File: config.mk
export PLATFORM = sky130hd
export DESIGN_NAME = mbus_master
export DESIGN_NICKNAME = d
export VERILOG_FILES = /design/src/rtl/mbus_master.sv
export SDC_FILE = /design/constraint.sdc
export NUM_CORES = 1
export LEC_CHECK = 0
export BUFFER_PORTS_ARGS = -buffer_cell sky130_fd_sc_hd__buf_2
export CORE_MARGIN = 3
export CORE_UTILIZATION = 48
export DETAILED_ROUTE_END_ITERATION = 10
export PLACE_DENSITY = 0.88
export SETUP_SLACK_MARGIN = 0.02
export SLEW_MARGIN = 20
export SYNTH_ARGS = -nofsm -noshare
export SYNTH_HDL_FRONTEND = slang
export SYNTH_SLANG_ARGS = --single-unit
File: constraint.sdc
create_clock -name clk -period 5.75 [get_ports clk]
set_input_delay 0.8625 -clock clk [delete_from_list [all_inputs] [get_ports clk]]
set_output_delay 0.8625 -clock clk [all_outputs]
set_load 0.03 [all_outputs]
File: src/rtl/mbus_master.sv
// Main-bus master: takes one burst command at a time and runs it on the
// multiplexed AddrData bus as one address cycle followed by BURST data beats.
//
// state  | meaning
// S_IDLE | waiting for a command, cmd_ready high
// S_ADDR | address cycle, AddrValid strobe on the bus
// S_DATA | BURST data beats, write driven or read sampled
// S_DONE | completion pulse, forces one idle bus cycle
module mbus_master #(
  parameter int ADDR_W = 16,
  parameter int DATA_W = 16,
  parameter int BURST  = 4
) (
  input  logic                    clk,
  input  logic                    resetH,
  input  logic                    cmd_valid,
  output logic                    cmd_ready,
  input  logic                    cmd_rw,
  input  logic [ADDR_W-1:0]       cmd_addr,
  input  logic [BURST*DATA_W-1:0] cmd_wdata,
  output logic [DATA_W-1:0]       ad_out,
  output logic                    ad_oe,
  input  logic [DATA_W-1:0]       ad_in,
  output logic                    addr_valid,
  output logic                    rw,
  output logic [BURST*DATA_W-1:0] rdata,
  output logic                    done,
  output logic                    busy
);
  localparam int BEAT_W = (BURST > 1) ? $clog2(BURST) : 1;
  localparam logic [BEAT_W-1:0] LAST_BEAT = BEAT_W'(BURST - 1);

  typedef enum logic [1:0] {S_IDLE, S_ADDR, S_DATA, S_DONE} state_e;

  state_e                    state_q, state_d;
  logic [BEAT_W-1:0]         beat_q, beat_d;
  logic                      lat_rw_q, lat_rw_d;
  logic [ADDR_W-1:0]         lat_addr_q, lat_addr_d;
  logic [BURST*DATA_W-1:0]   lat_wdata_q, lat_wdata_d;
  logic [BURST*DATA_W-1:0]   rdata_q, rdata_d;
  logic                      ready_q, ready_d;
  logic [DATA_W-1:0]         ad_out_q, ad_out_d;
  logic                      ad_oe_q, ad_oe_d;
  logic                      av_q, av_d;
  logic                      rw_out_q, rw_out_d;
  logic                      done_q, done_d;
  logic                      busy_q, busy_d;

  always_ff @(posedge clk or posedge resetH) begin
    if (resetH) begin
      state_q     <= S_IDLE;
      beat_q      <= '0;
      lat_rw_q    <= 1'b0;
      lat_addr_q  <= '0;
      lat_wdata_q <= '0;
      rdata_q     <= '0;
      ready_q     <= 1'b1;
      ad_out_q    <= '0;
      ad_oe_q     <= 1'b0;
      av_q        <= 1'b0;
      rw_out_q    <= 1'b0;
      done_q      <= 1'b0;
      busy_q      <= 1'b0;
    end else begin
      state_q     <= state_d;
      beat_q      <= beat_d;
      lat_rw_q    <= lat_rw_d;
      lat_addr_q  <= lat_addr_d;
      lat_wdata_q <= lat_wdata_d;
      rdata_q     <= rdata_d;
      ready_q     <= ready_d;
      ad_out_q    <= ad_out_d;
      ad_oe_q     <= ad_oe_d;
      av_q        <= av_d;
      rw_out_q    <= rw_out_d;
      done_q      <= done_d;
      busy_q      <= busy_d;
    end
  end

  always_comb begin
    state_d     = state_q;
    beat_d      = beat_q;
    lat_rw_d    = lat_rw_q;
    lat_addr_d  = lat_addr_q;
    lat_wdata_d = lat_wdata_q;
    rdata_d     = rdata_q;
    case (state_q)
      S_IDLE: begin
        if (cmd_valid && ready_q) begin
          lat_rw_d    = cmd_rw;
          lat_addr_d  = cmd_addr;
          lat_wdata_d = cmd_wdata;
          state_d     = S_ADDR;
        end
      end
      S_ADDR: begin
        beat_d  = '0;
        state_d = S_DATA;
      end
      S_DATA: begin
        if (lat_rw_q) rdata_d[int'(beat_q)*DATA_W +: DATA_W] = ad_in;
        if (beat_q == LAST_BEAT) state_d = S_DONE;
        else                     beat_d  = beat_q + 1'b1;
      end
      default: begin
        beat_d  = '0;
        state_d = S_IDLE;
      end
    endcase

    // Outputs are decoded from the next state so the pins come straight off flops.
    ready_d  = 1'b0;
    ad_out_d = '0;
    ad_oe_d  = 1'b0;
    av_d     = 1'b0;
    rw_out_d = 1'b0;
    done_d   = 1'b0;
    busy_d   = 1'b0;
    case (state_d)
      S_IDLE: ready_d = 1'b1;
      S_ADDR: begin
        av_d     = 1'b1;
        ad_oe_d  = 1'b1;
        ad_out_d = DATA_W'(lat_addr_d);
        rw_out_d = lat_rw_d;
        busy_d   = 1'b1;
      end
      S_DATA: begin
        rw_out_d = lat_rw_d;
        busy_d   = 1'b1;
        if (!lat_rw_d) begin
          ad_oe_d  = 1'b1;
          ad_out_d = lat_wdata_d[int'(beat_d)*DATA_W +: DATA_W];
        end
      end
      default: done_d = 1'b1;
    endcase
  end

  assign cmd_ready  = ready_q;
  assign ad_out     = ad_out_q;
  assign ad_oe      = ad_oe_q;
  assign addr_valid = av_q;
  assign rw         = rw_out_q;
  assign rdata      = rdata_q;
  assign done       = done_q;
  assign busy       = busy_q;
endmodule

==> flow_summary.toml, run 1 <==
[status]
run_status = "completed"

[yosys]
syn-instance-count = 643
mappedNetlistNets = 757
synth-seq-cells = 171
yosys_warnings = 0
syn_area_um2 = 7300
synth_cell_types = 27
ys_seq_area_share_pct = 58.6
syn_area_per_cell_um2 = 11.4

[placement]
placedCellCount = 983
hpwl_um = 13200
dpl_cell_area_um2 = 8370
port-buffer-count = 185
routabilityCongestion = 0.862

[timing]
fin_setup_tns_ns = 0
hold_viol_final = 0
rsz0062_at_grt = "false"
holdWs_ns = 0.473
drv_slew = 0
clock_skew_ns = 0.00594
period_share_pct = 56.4
worst_pin_slew_ns = 1.02
maxSlewHeadroom_pct = 31.5
max_freq_mhz = 308
min_period_ns = 3.24
setup_viol = 0

[floorplanning]
rows = 44
pin_count = 186
dieWidth_um = 129
core_um2 = 14700
fp.dieH_um = 129
die_area_um2 = 16700
initial_utilization_pct = 49.7

[grt]
grt_overflow = 0
grt_first_pass_wirelength_um = 29900
antenna_found_initial = 4
grt_max_degree = 118
grt_pass1_vias = 5679
grt_usage_pct = 23.3

[critical_path]
timing.critical_path.to = "ad_out[9]"
path_class = "flip-flop to flip-flop"
regToRegEndpoint = "ad_out[9]"
startpoint_type = "flip-flop"
crit_start = "state_q[0]"
cp_max_fo = 81
crit_family = "simple AND/OR/NAND/NOR gates"
cp.required_ns = 6.10
end_kind = "flip-flop"
r2r_start = "state_q[0]"
cpPeakStageDelay_ns = 0.85
cp_num_cells = 8
crit_chain = "inv_1, ha_1, nand3_2, buf_4, mux2_4, nor4_4, a22oi_1, nand2_1"
worstRegToRegCells = 8
cp.arrival_ns = 3.59
rrSetupSlack_ns = 2.51
slowest_stage = "nor4_4"
crit_buf_inv = 2

[clocking]
cts_max_path_buffers = 2
clk_latency_ns = 0.42
cts.sinks = 171
ctsHoldBuffers = 0
cts_buffers = 17
cts_tree = "built"
clock-root-buffer = "clkbuf_16"
cts.repair.resized = 0
cts_htree_levels = 4
clk_pin_slew_ns = 0.06
post-cts-setup-buffers = 0

[power]
seqPwrFrac_pct = 37.7
power_frac_clock_pct = 23.0
p_per_area_nw_per_um2 = 556
comb_power_share_pct = 39.3
p_int_uw = 3110
ir_drop_uv = 314
p_sw_uw = 1880
p_leak_uw = 0.00487
switching_share_pct = 37.8

[detailed_routing]
dr.pass1.iters = 5
num_vias = 5829
drtIter0Drc = 559
ant_nets = 0
wl_per_cell_um = 19.0
drcViolationCount = 0
vias_per_cell = 5.74
totalWireLength_um = 19300

[finish]
stdcell_count = 1016
fin_nets = 932
syn2layout_area_growth_pct = 22.9
design_area_um2 = 8970
final_util_pct = 61.0
drive_above_1_share_pct = 32.0

[run]
cap_violations = 0

[hold_path]
hold_class = "flip-flop to flip-flop"
==> worst min-delay path: stages, from the launching register on <==
cell     delay (ns)
dfrtp_1        0.34
nand2_1        0.05
nand2_1        0.05
==> routing by layer <==
metal | global-route usage (%) | part of all wire [%] | wire [µm]
met1 | 29.3 | 38 | 7320
met4 | 7.66 | 2.2 | 424
met2 | 37.7 | 48 | 9280
met5 | 0 | 0.10 | 20
met3 | 8.82 | 12 | 2230
==> power groups by stage <==
stage	registers (µW)	logic, µW	clock network, µW
6_report	1880	1960	1150
5_1_grt	1920	2130	1230
4_1_cts	1870	1960	1170
3_5_place_dp	1890	1930	0
3_3_place_gp	1870	1860	0
2_1_floorplan	2150	1160	0
==> cells in the final DEF (no fill, tap or decap), types with 3 or more instances in the layout <==
| master | count |
|---|---|
| inv_1 | 11 |
| buf_2 | 185 |
| clkbuf_1 | 3 |
| a22o_1 | 64 |
| nand3_1 | 4 |
| buf_4 | 9 |
| mux4_2 | 32 |
| a22oi_1 | 16 |
| dfrtp_1 | 170 |
| nand2_1 | 273 |
| clkbuf_16 | 17 |
| bufinv_16 | 3 |
| ha_1 | 14 |
==> cells by family after synthesis <==
kind of cell	Yosys count	share of synthesized area (%)
DFF	171	58.6
and+or+nand+nor	290	16.3
buffers and inverters	50	2.88
muxes	33	10.1
adders and majority gates	14	2.40
AOI/OAI and AO/OA	85	9.74
==> flip-flops by register name, indices dropped and copies added, names as in the netlist <==
| signal | count |
|---|---|
| cmd_ready | 1 |
| lat_wdata_q | 64 |
| beat_q | 2 |
| rdata | 64 |
| addr_valid | 1 |
| ad_out | 16 |
| lat_addr_q | 16 |
| done | 1 |
| lat_rw_q | 1 |
| ad_oe | 1 |
| rw | 1 |
| busy | 1 |
| state_q | 2 |
==> synth_stat cells <==
cell	number	share of area [%]
inv_1	12	0.62
dfrtp_1	170	58
nand3_2	1	0.14
nor4_2	2	0.34
nand2_1	273	14
and3_1	1	0.086
a22oi_1	17	1.7
nand3_1	4	0.27
nor4b_2	2	0.41
and2_1	2	0.17
buf_1	1	0.051
o21a_1	1	0.10
buf_2	12	0.82
buf_4	2	0.21
o21ai_1	1	0.068
nand2b_1	1	0.086
mux4_2	32	9.9
nor4b_4	1	0.33
ha_1	14	2.4
o21ai_0	1	0.068
nor4_4	1	0.29
mux2_4	1	0.21
a22o_1	64	7.7
clkbuf_1	23	1.2
dfstp_2	1	0.36
a21oi_1	1	0.068
nor2_1	2	0.10
==> metrics by stage <==
step / power, µW / setup slack, ns
final: 4990 / 2.51
after global routing: 5280 / 2.35
after CTS: 5010 / 2.53
after detailed placement: 3820 / 2.37
after global placement: 3720 / 2.46
after floorplan: 3310 / 0.257
==> worst min path at each step <==
stage                     from  depth (start not counted)  slack, ns               to
2_1_floorplan   lat_wdata_q[0]                          2       0.44   lat_wdata_q[0]
3_3_place_gp   lat_wdata_q[26]                          2       0.45  lat_wdata_q[26]
3_5_place_dp    lat_wdata_q[6]                          2       0.46   lat_wdata_q[6]
4_1_cts         lat_wdata_q[3]                          2       0.48   lat_wdata_q[3]
5_1_grt        lat_wdata_q[42]                          2       0.50  lat_wdata_q[42]
6_report       lat_wdata_q[16]                          2       0.47  lat_wdata_q[16]
==> final cells by class <==
type / count / area (µm²)
antenna: 2 / 5.00
clock buffer: 21 / 450
clock inverter: 10 / 141
fill: 1106 / 5730
inverter: 12 / 52.6
multi-input combinational: 422 / 2820
sequential: 171 / 4280
tap: 184 / 230
timing repair buffer: 194 / 993
Power figures use the tool's default switching activity.
==> run 2: changes to the inputs <==
clock period = 2.62 ns   (was 5.75 ns; I/O delays follow)
==> flow_summary.toml, run 2 (same netlist as run 1, synthesis figures left out) <==
[placement]
post-place-ws_ns = 0.225
routabilityCongestion = 0.837
port-buffer-count = 185
hpwl_um = 13100

[timing]
drv_slew = 0
maxSlewHeadroom_pct = 44.7
max_freq_mhz = 419
min_period_ns = 2.38
worst_pin_slew_ns = 0.829
layout_setup_ws_ns = 0.236
hold_viol_final = 0
holdWs_ns = 0.0123
fin_setup_tns_ns = 0
setup_viol = 0
clock_skew_ns = 0.00773
rsz0062_at_grt = "false"
period_share_pct = 91.0

[critical_path]
rrSetupSlack_ns = 0.24
startpoint_type = "flip-flop"
cp_max_fo = 16
end_kind = "flip-flop"
cp.required_ns = 2.98
crit_start = "state_q[0]"
regToRegEndpoint = "ad_out[15]"
path_class = "flip-flop to flip-flop"
r2r_start = "state_q[0]"
timing.critical_path.to = "ad_out[15]"
cp.arrival_ns = 2.75
worstRegToRegCells = 11

[finish]
syn2layout_area_growth_pct = 24.7
most-common-layout-cells = "nand2_1 (273), buf_2 (185), dfrtp_1 (170)"
fin_nets = 941
final_common_cell = "nand2_1"
drive_above_1_share_pct = 33.3

[detailed_routing]
wl_per_cell_um = 18.4
vias_per_cell = 5.62
drtIter0Drc = 540
ant_nets = 0
dr.pass1.iters = 5
totalWireLength_um = 18900
num_vias = 5756
drcViolationCount = 0

[grt]
grt_overflow = 0
grt_max_degree = 81
grt_pass1_vias = 5630
antenna_found_initial = 2
grt_first_pass_wirelength_um = 30200
grt_usage_pct = 23.4

[floorplanning]
rows = 44
initial_utilization_pct = 49.7
pin_count = 186
core_um2 = 14700
fp.dieH_um = 129
dieWidth_um = 129
die_area_um2 = 16700

[power]
p_leak_uw = 0.00493
p_per_area_nw_per_um2 = 1220
ir_drop_uv = 623

[clocking]
cts_max_path_buffers = 2
clk_latency_ns = 0.42
post-cts-setup-buffers = 0
clk_pin_slew_ns = 0.07
cts_buffers = 17
cts_htree_levels = 4
cts.sinks = 171
cts_tree = "built"
clock-root-buffer = "clkbuf_16"
cts.repair.resized = 0
ctsHoldBuffers = 0

[status]
run_status = "completed"

[hold_path]
hold_class = "primary input to asynchronous set/reset pin"

[run]
cap_violations = 0
==> run 2: worst max-delay path, cell delays in order, from the launching register on <==
cell and delay (ns):
dfrtp_1 0.40, inv_1 0.10, ha_2 0.25, nand3_2 0.12, o21ai_0 0.09, nand2b_1 0.12, ha_1 0.38, inv_1 0.13
nor4b_4 0.28, buf_4 0.26, a22oi_1 0.13, nand2_1 0.08
==> run 2: final cells by class <==
| type | count | area, µm² |
|---|---|---|
| diodes | 1 | 2.50 |
| clock buffers | 18 | 439 |
| clock inverters | 14 | 153 |
| fillers | 1081 | 5600 |
| inverters | 12 | 48.8 |
| multi-input cells | 422 | 2820 |
| flip-flops and latches | 171 | 4280 |
| well taps | 184 | 230 |
| repair buffers | 203 | 1130 |
==> run 2: how the worst min path moves through the flow <==
stage | endpoint | slack, ns | cells past startpoint
3_5_place_dp | lat_wdata_q[0] | 0.46 | 2
5_1_grt | lat_wdata_q[53] | 0.04 | 2
3_3_place_gp | lat_wdata_q[10] | 0.45 | 2
2_1_floorplan | lat_wdata_q[0] | 0.44 | 2
6_report | lat_wdata_q[53] | 0.01 | 2
4_1_cts | lat_addr_q[6] | 0.009 | 2
==> run 2: power breakdown <==
part	internal, µW	switching (µW)	total [µW]
Sequential	3600	518	4120
Combinational	1790	2650	4450
Clock	1380	1130	2510
==> run 2: metrics by stage <==
stage,instance area (µm²),std cells,util (%),total power (µW)
after floorplan,7300,643,-,7260
after global placement,8500,992,57.8,8370
after detailed placement,8500,992,57.8,8540
after CTS,9090,1024,61.9,11100
after global routing,9100,1025,61.9,11700
final,9100,1025,61.9,11100
==> run 2: metal layers <==
| layer | track usage, % | share of wire, % | up-vias |
|---|---|---|---|
| li1 | - | - | 2578 |
| met1 | 31.4 | 40 | 2856 |
| met2 | 37.8 | 49 | 288 |
| met3 | 6.06 | 8.6 | 32 |
| met4 | 7.04 | 2.3 | 2 |
| met5 | 0 | 0.058 | - |
